--- config.mk ---
export PLATFORM = sky130hd
export DESIGN_NAME = camera_pixel_packer
export DESIGN_NICKNAME = d
export VERILOG_FILES = /design/src/rtl/image_capture_pkg.sv /design/src/rtl/signal_synchronizer.sv /design/src/rtl/camera_pixel_packer.sv
export SDC_FILE = /design/constraint.sdc
export NUM_CORES = 1
export LEC_CHECK = 0
export ABC_CLOCK_PERIOD_IN_PS = 1900
export CORE_UTILIZATION = 45
export DETAILED_ROUTE_END_ITERATION = 8
export MAX_ROUTING_LAYER = met4
export PLACE_DENSITY = 0.71
export SLEW_MARGIN = 5
export SYNTH_ARGS = -nofsm -noshare
export SYNTH_HDL_FRONTEND = slang
export SYNTH_HIERARCHICAL = 1
export SYNTH_SLANG_ARGS = --single-unit
--- constraint.sdc ---
create_clock -name clock -period 1.9 [get_ports clock]
set_input_delay 0.38 -clock clock [delete_from_list [all_inputs] [get_ports clock]]
set_output_delay 0.38 -clock clock [all_outputs]
set_load 0.05 [all_outputs]
--- src/rtl/image_capture_pkg.sv ---
// image_capture_pkg: capture FSM encoding and default bus widths shared with the capture fifo.
package image_capture_pkg;
  localparam int DEFAULT_DATA_WIDTH = 32;
  localparam int DEFAULT_PIXEL_WIDTH = 8;
  typedef enum logic [1:0] {IDLE = 2'd0, WAIT_FRAME = 2'd1, ACTIVE = 2'd2} state_t;
endpackage

--- src/rtl/signal_synchronizer.sv ---
// signal_synchronizer: 2-FF synchroniser plus one history stage for edge detection.
module signal_synchronizer #(
  parameter int W = 1
) (
  input  logic         clock,
  input  logic         reset_n,
  input  logic [W-1:0] d,
  output logic [W-1:0] sync,
  output logic [W-1:0] prev
);
  logic [W-1:0] s1;
  always_ff @(posedge clock or negedge reset_n)
    if (!reset_n) {s1, sync, prev} <= '0;
    else {s1, sync, prev} <= {d, s1, sync};
endmodule

--- src/rtl/camera_pixel_packer.sv ---
// camera_pixel_packer: packs synchronised camera pixels little-endian into fifo words,
// with line/frame markers, drop detection and per-frame/per-line counters.
module camera_pixel_packer import image_capture_pkg::*; #(
  parameter int DATA_WIDTH = DEFAULT_DATA_WIDTH,
  parameter int PIXEL_WIDTH = DEFAULT_PIXEL_WIDTH,
  parameter int COUNT_WIDTH = 16
) (
  input  logic                   clock,
  input  logic                   reset_n,
  input  logic                   enable,
  input  logic                   cam_pclk,
  input  logic                   cam_vsync,
  input  logic                   cam_href,
  input  logic [PIXEL_WIDTH-1:0] cam_data,
  input  logic                   fifo_ready,
  output logic                   push,
  output logic [DATA_WIDTH-1:0]  out_data,
  output logic                   line_end,
  output logic                   frame_done,
  output logic                   overflow,
  output logic [COUNT_WIDTH-1:0] line_count,
  output logic [COUNT_WIDTH-1:0] word_count
);
  localparam int PPW = DATA_WIDTH / PIXEL_WIDTH;
  localparam int IW = PPW > 1 ? $clog2(PPW) : 1;
  state_t state, next_state;
  logic [2:0] ctl, ctl_prev;
  logic [PIXEL_WIDTH-1:0] pixel, pixel_prev_unused;
  logic [DATA_WIDTH-1:0] pack, word_in;
  logic [IW-1:0] pix_idx;
  logic pclk_rise, vsync_rise, vsync_fall, href_fall;
  logic active, start, frame_end, line_fall, pix_in, word_full, flush, emit, drop_partial;
  signal_synchronizer #(.W(3)) u_ctl_sync (
    .clock(clock), .reset_n(reset_n), .d({cam_href, cam_vsync, cam_pclk}),
    .sync(ctl), .prev(ctl_prev)
  );
  signal_synchronizer #(.W(PIXEL_WIDTH)) u_data_sync (
    .clock(clock), .reset_n(reset_n), .d(cam_data),
    .sync(pixel), .prev(pixel_prev_unused)
  );
  assign pclk_rise  = ctl[0] & ~ctl_prev[0];
  assign vsync_rise = ctl[1] & ~ctl_prev[1];
  assign vsync_fall = ~ctl[1] & ctl_prev[1];
  assign href_fall  = ~ctl[2] & ctl_prev[2];
  always_ff @(posedge clock or negedge reset_n)
    if (!reset_n) state <= IDLE;
    else state <= next_state;
  always_comb begin
    next_state = IDLE;
    if (enable)
      next_state = state == IDLE ? WAIT_FRAME :
                   state == WAIT_FRAME ? (vsync_fall ? ACTIVE : WAIT_FRAME) :
                   state == ACTIVE ? (vsync_rise ? WAIT_FRAME : ACTIVE) : IDLE;
  end
  // End of frame outranks everything else seen in the same cycle.
  assign active       = enable && state == ACTIVE;
  assign start        = enable && state == WAIT_FRAME && vsync_fall;
  assign frame_end    = active && vsync_rise;
  assign line_fall    = active && !vsync_rise && href_fall;
  assign pix_in       = active && !vsync_rise && pclk_rise && ctl[2];
  assign word_full    = pix_in && pix_idx == IW'(PPW - 1);
  assign flush        = line_fall && pix_idx != '0;
  assign emit         = word_full || flush;
  assign drop_partial = !active || vsync_rise || word_full || line_fall;
  assign word_in      = pack | (DATA_WIDTH'(pixel) << (PIXEL_WIDTH * int'(pix_idx)));
  always_ff @(posedge clock or negedge reset_n)
    if (!reset_n) begin
      push       <= 1'b0;
      out_data   <= '0;
      line_end   <= 1'b0;
      frame_done <= 1'b0;
      overflow   <= 1'b0;
      line_count <= '0;
      word_count <= '0;
      pack       <= '0;
      pix_idx    <= '0;
    end else begin
      push       <= emit && fifo_ready;
      line_end   <= line_fall;
      frame_done <= frame_end;
      overflow   <= enable && (overflow || (emit && !fifo_ready));
      if (emit) out_data <= flush ? pack : word_in;
      pack       <= drop_partial ? '0 : pix_in ? word_in : pack;
      pix_idx    <= drop_partial ? '0 : pix_in ? pix_idx + 1'b1 : pix_idx;
      line_count <= start ? '0 : (line_fall && ~&line_count) ? line_count + 1'b1 : line_count;
      word_count <= (start || line_end) ? '0 :
                    (emit && fifo_ready && ~&word_count) ? word_count + 1'b1 : word_count;
    end
endmodule
==> flow_metrics.env, run 1 <==
export IMPL_final_nets=669
export IMPL_min_period_over_period_pct=105
export IMPL_violations="design-rule violations, negative setup slack"
export IMPL_drv_cap=0
export IMPL_wirelength_um=14500
export IMPL_start_util_pct=46.8
export IMPL_synth_nets=529
export IMPL_fp_dieH_um=112
export IMPL_grt_usage_pct=23.7
export IMPL_combPwrFrac_pct=2.8
export IMPL_grt_max_degree=39
export IMPL_final_seq_area_um2=3250
export IMPL_gp_routability_congestion=0.841
export IMPL_post_drt_wl_per_cell_um=18.0
export IMPL_worstMarginPinSlew_ns=0.646
export IMPL_finalNonFillerCells=806
export IMPL_hold_viol=0
export IMPL_grt_overflow_total=0
export IMPL_vias_per_cell=5.71
export IMPL_dp_cells=752
export IMPL_worstPathArrival_ns=2.30
export IMPL_first_pass_iters=7
export IMPL_status="finished, violations left"
export IMPL_rsz0062_at_grt="true"
export IMPL_p_int_uw=5120
export IMPL_post_route_min_period_ns=2.00
export IMPL_dpl_cell_area_um2=6690
export IMPL_drive_gt1_share_pct=34.2
export IMPL_htree_levels=4
export IMPL_cellPowerDensity_nw_per_um2=839
export IMPL_power_uw=6490
export IMPL_swShare_pct=21.2
export IMPL_ant_nets=0
export IMPL_drc=10
export IMPL_worstPathCellList="inv_2 > ha_4 > nor3b_4 > buf_6 > o2111ai_4 > nor4b_1 > xnor2_1 > nor2_1"
export IMPL_finish_utilization_pct=66.9
export IMPL_clk_pin_slew_worst_paths_ns=0.06
export IMPL_cts_tree="yes"
export IMPL_power_switching_uw=1370
export IMPL_coreArea_um2=11600
export IMPL_dp_hpwl_um=8810
export IMPL_dr_first_iter_drc_count=344
export IMPL_clock_power_share_pct=53.7
export IMPL_cp_end_kind="flop"
export IMPL_cts_root_buf="clkbuf_16"
export IMPL_clockBufferDepth=2
export IMPL_syn_inst=510
export IMPL_layout_setup_ws_ns=-0.0964
export IMPL_n_fill_cell=893
export IMPL_critPathKind="reg2reg"
export IMPL_ys_warn_count=6
export IMPL_io_buffers=82
export IMPL_antenna_found_initial=0
export IMPL_setup_viol=24
export IMPL_die_area_um2=12500
export IMPL_p_leak_uw=0.00344
export IMPL_std_cell_rows=39
export IMPL_peakVddDrop_v=0.000584
export IMPL_final_area_um2=7740
export IMPL_clkLatencyLatePin_ns=0.42
export IMPL_ioPinCount=83
export IMPL_hold_ws_ns=0.348
export IMPL_min_path_type="reg2reg"
export IMPL_cp_max_fo=6
export IMPL_syn_area_um2=5410
export IMPL_max_slew_margin_pct=56.8
export IMPL_area_growth_pct=43.1
export IMPL_antenna_cells=0
export IMPL_numCtsBuffers=17
export IMPL_crit_slowest_cell="nor4b_1"
export IMPL_slew_violations=0
export IMPL_worstPathRequired_ns=2.20
export IMPL_grt_pass1_wl_um=22200
export IMPL_power_frac_seq_pct=43.5
export IMPL_fp_dieW_um=112
export IMPL_clock_skew_ns=0.00719
export IMPL_grt_pass1_vias=4422
export IMPL_fmax_ghz=0.501
export IMPL_vias=4603
export IMPL_syn_mean_instance_area_um2=10.6
export IMPL_cpPeakStageDelay_ns=0.43
export IMPL_clock_sinks=129
export IMPL_start_kind="flop"
export IMPL_multi_input_area_um2=2280
## critical path, delay by kind of cell (launching register included)
family / cells / cell delay [ns]
xor gates and xnor gates: 1 / 0.17
DFF: 1 / 0.41
and+or+nand+nor: 3 / 0.73
buffers and inverters: 2 / 0.22
adders and majority gates: 1 / 0.17
AOI/OAI and AO/OA: 1 / 0.20
## power groups by stage
stage / combinational (uW) / clock (uW) / sequential (uW)
floorplan: 51.5 / 0 / 2850
finish: 185 / 3490 / 2820
detailed placement: 181 / 0 / 2870
CTS: 185 / 3520 / 2820
global placement: 177 / 0 / 2870
global route: 205 / 3650 / 2820
## flip-flops by register name (all words and copies together) (netlist names)
| signal | flops |
|---|---|
| out_data | 32 |
| pack | 32 |
| line_count | 16 |
| word_count | 16 |
| u_data_sync/s1 | 8 |
| u_data_sync/sync | 8 |
| u_ctl_sync/prev | 3 |
| u_ctl_sync/s1 | 3 |
| u_ctl_sync/sync | 3 |
| pix_idx | 2 |
| state | 2 |
| frame_done | 1 |
| line_end | 1 |
| overflow | 1 |
| push | 1 |
## per-stage QoR
| step | setup slack [ns] | setup TNS, ns |
|---|---|---|
| 2_1_floorplan | -0.0581 | -0.278 |
| 3_3_place_gp | -0.434 | -16.20 |
| 3_5_place_dp | -0.482 | -19.10 |
| 4_1_cts | -0.0711 | -0.267 |
| 5_1_grt | -0.198 | -5.37 |
| 6_report | -0.0964 | -0.487 |
## path summary, 6_finish.rpt
kind                                             start                             to  slack, ns  depth (start not counted)
max                             pix_idx[1]$_DFFE_PN0P_     word_count[15]$_DFFE_PN0P_       -0.1                          8
max in group asynchronous                      reset_n      line_count[1]$_DFFE_PN0P_       0.85                          3
min                        u_data_sync/s1[1]$_DFF_PN0_  u_data_sync/sync[1]$_DFF_PN0_       0.35                          0
min in group asynchronous                      reset_n       out_data[21]$_DFFE_PN0N_       0.47                          2
min reg2reg                u_data_sync/s1[1]$_DFF_PN0_  u_data_sync/sync[1]$_DFF_PN0_       0.35                          0
max reg2reg                     pix_idx[1]$_DFFE_PN0P_     word_count[15]$_DFFE_PN0P_       -0.1                          8
## timing repair
item | 4_1_cts | 5_1_grt
pin swaps | 6 | 21
setup endpoints to repair | 51 | 62
gates cloned | 1 | 5
setup buffers | 4 | 11
resized for setup | 15 | 38
hold endpoints to repair | 31 | 0
hold buffers | 1 | 0
## metal layers
layer	GRT usage [%]	part of all wire [%]
met5	-	0
met4	7.66	1.6
met3	5.93	5.8
met2	38.7	51
met1	28.8	42
## cell usage in the layout, fill, tap and decap left out, drive strengths merged, types with 3 or more instances in the layout
cell             n
nor2b            3
nor4             8
ha               4
clkinv           4
o32a            32
o21ai            3
inv              8
clkinvlp         4
nand2           30
and4             3
a2111oi          3
bufinv           4
mux2i            4
or4              3
a21oi           69
a211oi           6
dfrtp          129
clkdlybuf4s50   13
nor2            93
nand2b           5
or3              5
nand3            9
nor3             8
o211ai           3
nor3b            3
xnor2           23
nand4            6
buf            136
clkbuf          20
## layout make-up
class                      count  area share (%)
multi-input combinational    342            29.5
clock buffer                  19            5.85
timing repair buffer         153            17.6
tap                          143            2.31
sequential                   129            42.0
clock inverter                13            2.36
inverter                       7           0.340
Note: power is estimated with default switching activity, not from simulation.
==> run 2: changes to the inputs <==
SYNTH_HIERARCHICAL = unset   (was 1)
==> run 2 against run 1 <==
  * The flow finishes with violations (negative setup slack)
  * Cell area shrank 5.6%
  * Clock power down 8.3%
  * Non-clock buffer count fell by 17
  * First-iteration DRC count decreased by 2.9%
  * Combinational power about the same
  * Sequential power is essentially flat
  * Clock skew about the same
  * Global-route usage down 1.1 points
  * Maximum frequency shrank 1.9%
  * Critical path type unchanged
==> flow_metrics.env, run 2 <==
export IMPL_ys_types=45
export IMPL_swShare_pct=21.7
export IMPL_synthArstFlopShare_pct=100
export IMPL_hold_viol=0
export IMPL_drv_cap=0
export IMPL_grt_pass1_wl_um=21100
export IMPL_layout_setup_ws_ns=-0.134
export IMPL_power_frac_seq_pct=45.5
export IMPL_numCtsBuffers=17
export IMPL_synth_ff_type="dfrtp_1"
export IMPL_rsz0062_at_grt="true"
export IMPL_hold_ws_ns=0.346
export IMPL_clockBufferDepth=2
export IMPL_clock_sinks=129
export IMPL_synth_area_leaders="dfrtp_1 61%, a21oi_1 7.3%, o22a_1 5.3%"
export IMPL_grt_overflow_total=0
export IMPL_slew_violations=0
export IMPL_worstPathRequired_ns=2.24
export IMPL_final_cell_mix="114 x dfrtp_1, 109 x buf_4, 70 x a21oi_1, 55 x nor2_1, 47 x nand2_1"
export IMPL_cts_root_buf="clkbuf_16"
export IMPL_synth_seq_cells=129
export IMPL_fp_dieH_um=111
export IMPL_power_switching_uw=1350
export IMPL_die_area_um2=12200
export IMPL_clock_skew_ns=0.00697
export IMPL_ys_warn_count=0
export IMPL_drive_gt1_share_pct=30.9
export IMPL_antenna_found_initial=0
export IMPL_final_nets=650
export IMPL_grt_max_degree=43
export IMPL_grt_usage_pct=22.6
export IMPL_synth_edf_count=0
export IMPL_io_buffers=82
export IMPL_clock_power_share_pct=51.5
export IMPL_clk_pin_slew_worst_paths_ns=0.06
export IMPL_p_leak_uw=0.00326
export IMPL_p_int_uw=4860
export IMPL_grt_pass1_vias=4277
export IMPL_ioPinCount=83
export IMPL_synth_common_cells="129 x dfrtp_1, 77 x a21oi_1, 59 x nor2_1, 47 x nand2_1, 32 x o22a_1"
export IMPL_yosysSeqAreaShare_pct=60.8
export IMPL_yosysMostFrequentCell="dfrtp_1"
export IMPL_vias_per_cell=5.59
export IMPL_clkLatencyLatePin_ns=0.42
export IMPL_start_kind="flop"
export IMPL_worstMarginPinSlew_ns=0.483
export IMPL_htree_levels=4
export IMPL_cp_max_fo=5
export IMPL_coreArea_um2=11500
export IMPL_wirelength_um=12800
export IMPL_status="finished, violations left"
export IMPL_netlist_area_leader_share_pct=60.8
export IMPL_peakVddDrop_v=0.000515
export IMPL_first_pass_iters=5
export IMPL_fp_dieW_um=111
export IMPL_antenna_cells=0
export IMPL_cellPowerDensity_nw_per_um2=849
export IMPL_dp_hpwl_um=8180
export IMPL_post_drt_wl_per_cell_um=16.3
export IMPL_reg_largest_list="out_data: 32 flops, pack: 32 flops"
export IMPL_start_util_pct=46.3
export IMPL_ant_nets=0
export IMPL_syn_mean_instance_area_um2=10.6
export IMPL_violations="negative setup slack"
export IMPL_yosysTopAreaCell="dfrtp_1"
export IMPL_post_route_min_period_ns=2.03
export IMPL_vias=4402
export IMPL_cp_end_kind="flop"
export IMPL_gp_routability_congestion=0.872
export IMPL_fmax_ghz=0.492
export IMPL_syn_area_um2=5310
export IMPL_critPathKind="reg2reg"
export IMPL_area_growth_pct=37.5
export IMPL_synth_nets=520
export IMPL_min_period_over_period_pct=107
export IMPL_max_slew_margin_pct=67.9
export IMPL_combPwrFrac_pct=2.9
export IMPL_cts_tree="yes"
export IMPL_drc=0
export IMPL_layout_commonest_cell="dfrtp_1"
export IMPL_worstPathArrival_ns=2.37
export IMPL_syn_inst=501
export IMPL_dr_first_iter_drc_count=334
export IMPL_std_cell_rows=39
export IMPL_setup_viol=16
export IMPL_min_path_type="reg2reg"
export IMPL_dp_worst_setup_slack_ns=-0.451
## run 2: metal layers
layer  track usage, %  vias up  part of all wire [%]  routed length [um]
li1                 -     2055                     -                   -
met1             28.4     2172                    43                5560
met2             34.1      150                    49                6230
met3             5.96       25                   6.0                 772
met4             10.9        0                   2.1                 273
met5                -        -                     0                   0
## run 2: metrics by stage
stage / area (um^2) / instances / utilization [%] / setup TNS [ns] / total power (uW)
5_1_grt: 7310 / 787 / 63.7 / -3.32 / 6450
4_1_cts: 7210 / 783 / 62.8 / -0.539 / 6280
3_5_place_dp: 6520 / 746 / 56.9 / -15.50 / 3050
6_report: 7310 / 787 / 63.7 / -1.38 / 6200
3_3_place_gp: 6520 / 746 / 56.9 / -13.54 / 3050
2_1_floorplan: 5360 / 501 / - / -0.341 / 2920
## run 2: critical path, stage by stage (launching register included)
cell	delay [ns]
dfrtp_1	0.41
inv_2	0.07
ha_4	0.17
nor3b_4	0.26
o2111ai_4	0.20
buf_4	0.21
or4_1	0.49
a21oi_1	0.13
## run 2: what timing repair did
action                                  CTS  global route
endpoints found under the setup margin   19            36
hold buffers                              1             0
buffers inserted                          3             4
endpoints found under the hold margin    26             0
cloned                                    1             0
pin swaps                                 8             8
resized for setup                        16            16
## run 2: final timing paths
kind	slack [ns]	from	to	cells past startpoint
max	-0.13	pix_idx[0]$_DFFE_PN0P_	word_count[13]$_DFFE_PN0P_	7
min	0.35	u_ctl_sync.s1[1]$_DFF_PN0_	u_ctl_sync.sync[1]$_DFF_PN0_	0
max reg2reg	-0.13	pix_idx[0]$_DFFE_PN0P_	word_count[13]$_DFFE_PN0P_	7
min reg2reg	0.35	u_ctl_sync.s1[1]$_DFF_PN0_	u_ctl_sync.sync[1]$_DFF_PN0_	0
max in group asynchronous	0.88	reset_n	pack[9]$_DFFE_PN0P_	3
min in group asynchronous	0.45	reset_n	line_count[14]$_DFFE_PN0P_	2
## run 2: cell type report
type	count	area (um^2)
multi-input cells	337	2100
clock buffers	20	457
inverters	10	37.5
well taps	143	179
clock inverters	12	133
repair buffers	136	1160
flip-flops and latches	129	3250
fillers	923	4160
## run 2: kinds of logic (layout without fill, tap and decap cells)
logic type / after synthesis / in the layout / synth area share [%]
adder cells (fa/ha/maj): 4 / 4 / 0.942
AO/OA/AOI/OAI: 138 / 139 / 16.6
multiplexers: 5 / 5 / 0.966
XOR/XNOR: 11 / 11 / 1.81
flip-flops: 129 / 129 / 60.8
buffers and inverters: 36 / 178 / 2.71
AND/OR/NAND/NOR: 178 / 178 / 16.2
## run 2: power by group through the flow
stage	Sequential, uW	Combinational (uW)	Clock (uW)
floorplan	2860	53.1	0
global placement	2870	180	0
detailed placement	2870	183	0
CTS	2820	187	3270
global route	2830	204	3420
finish	2820	183	3200
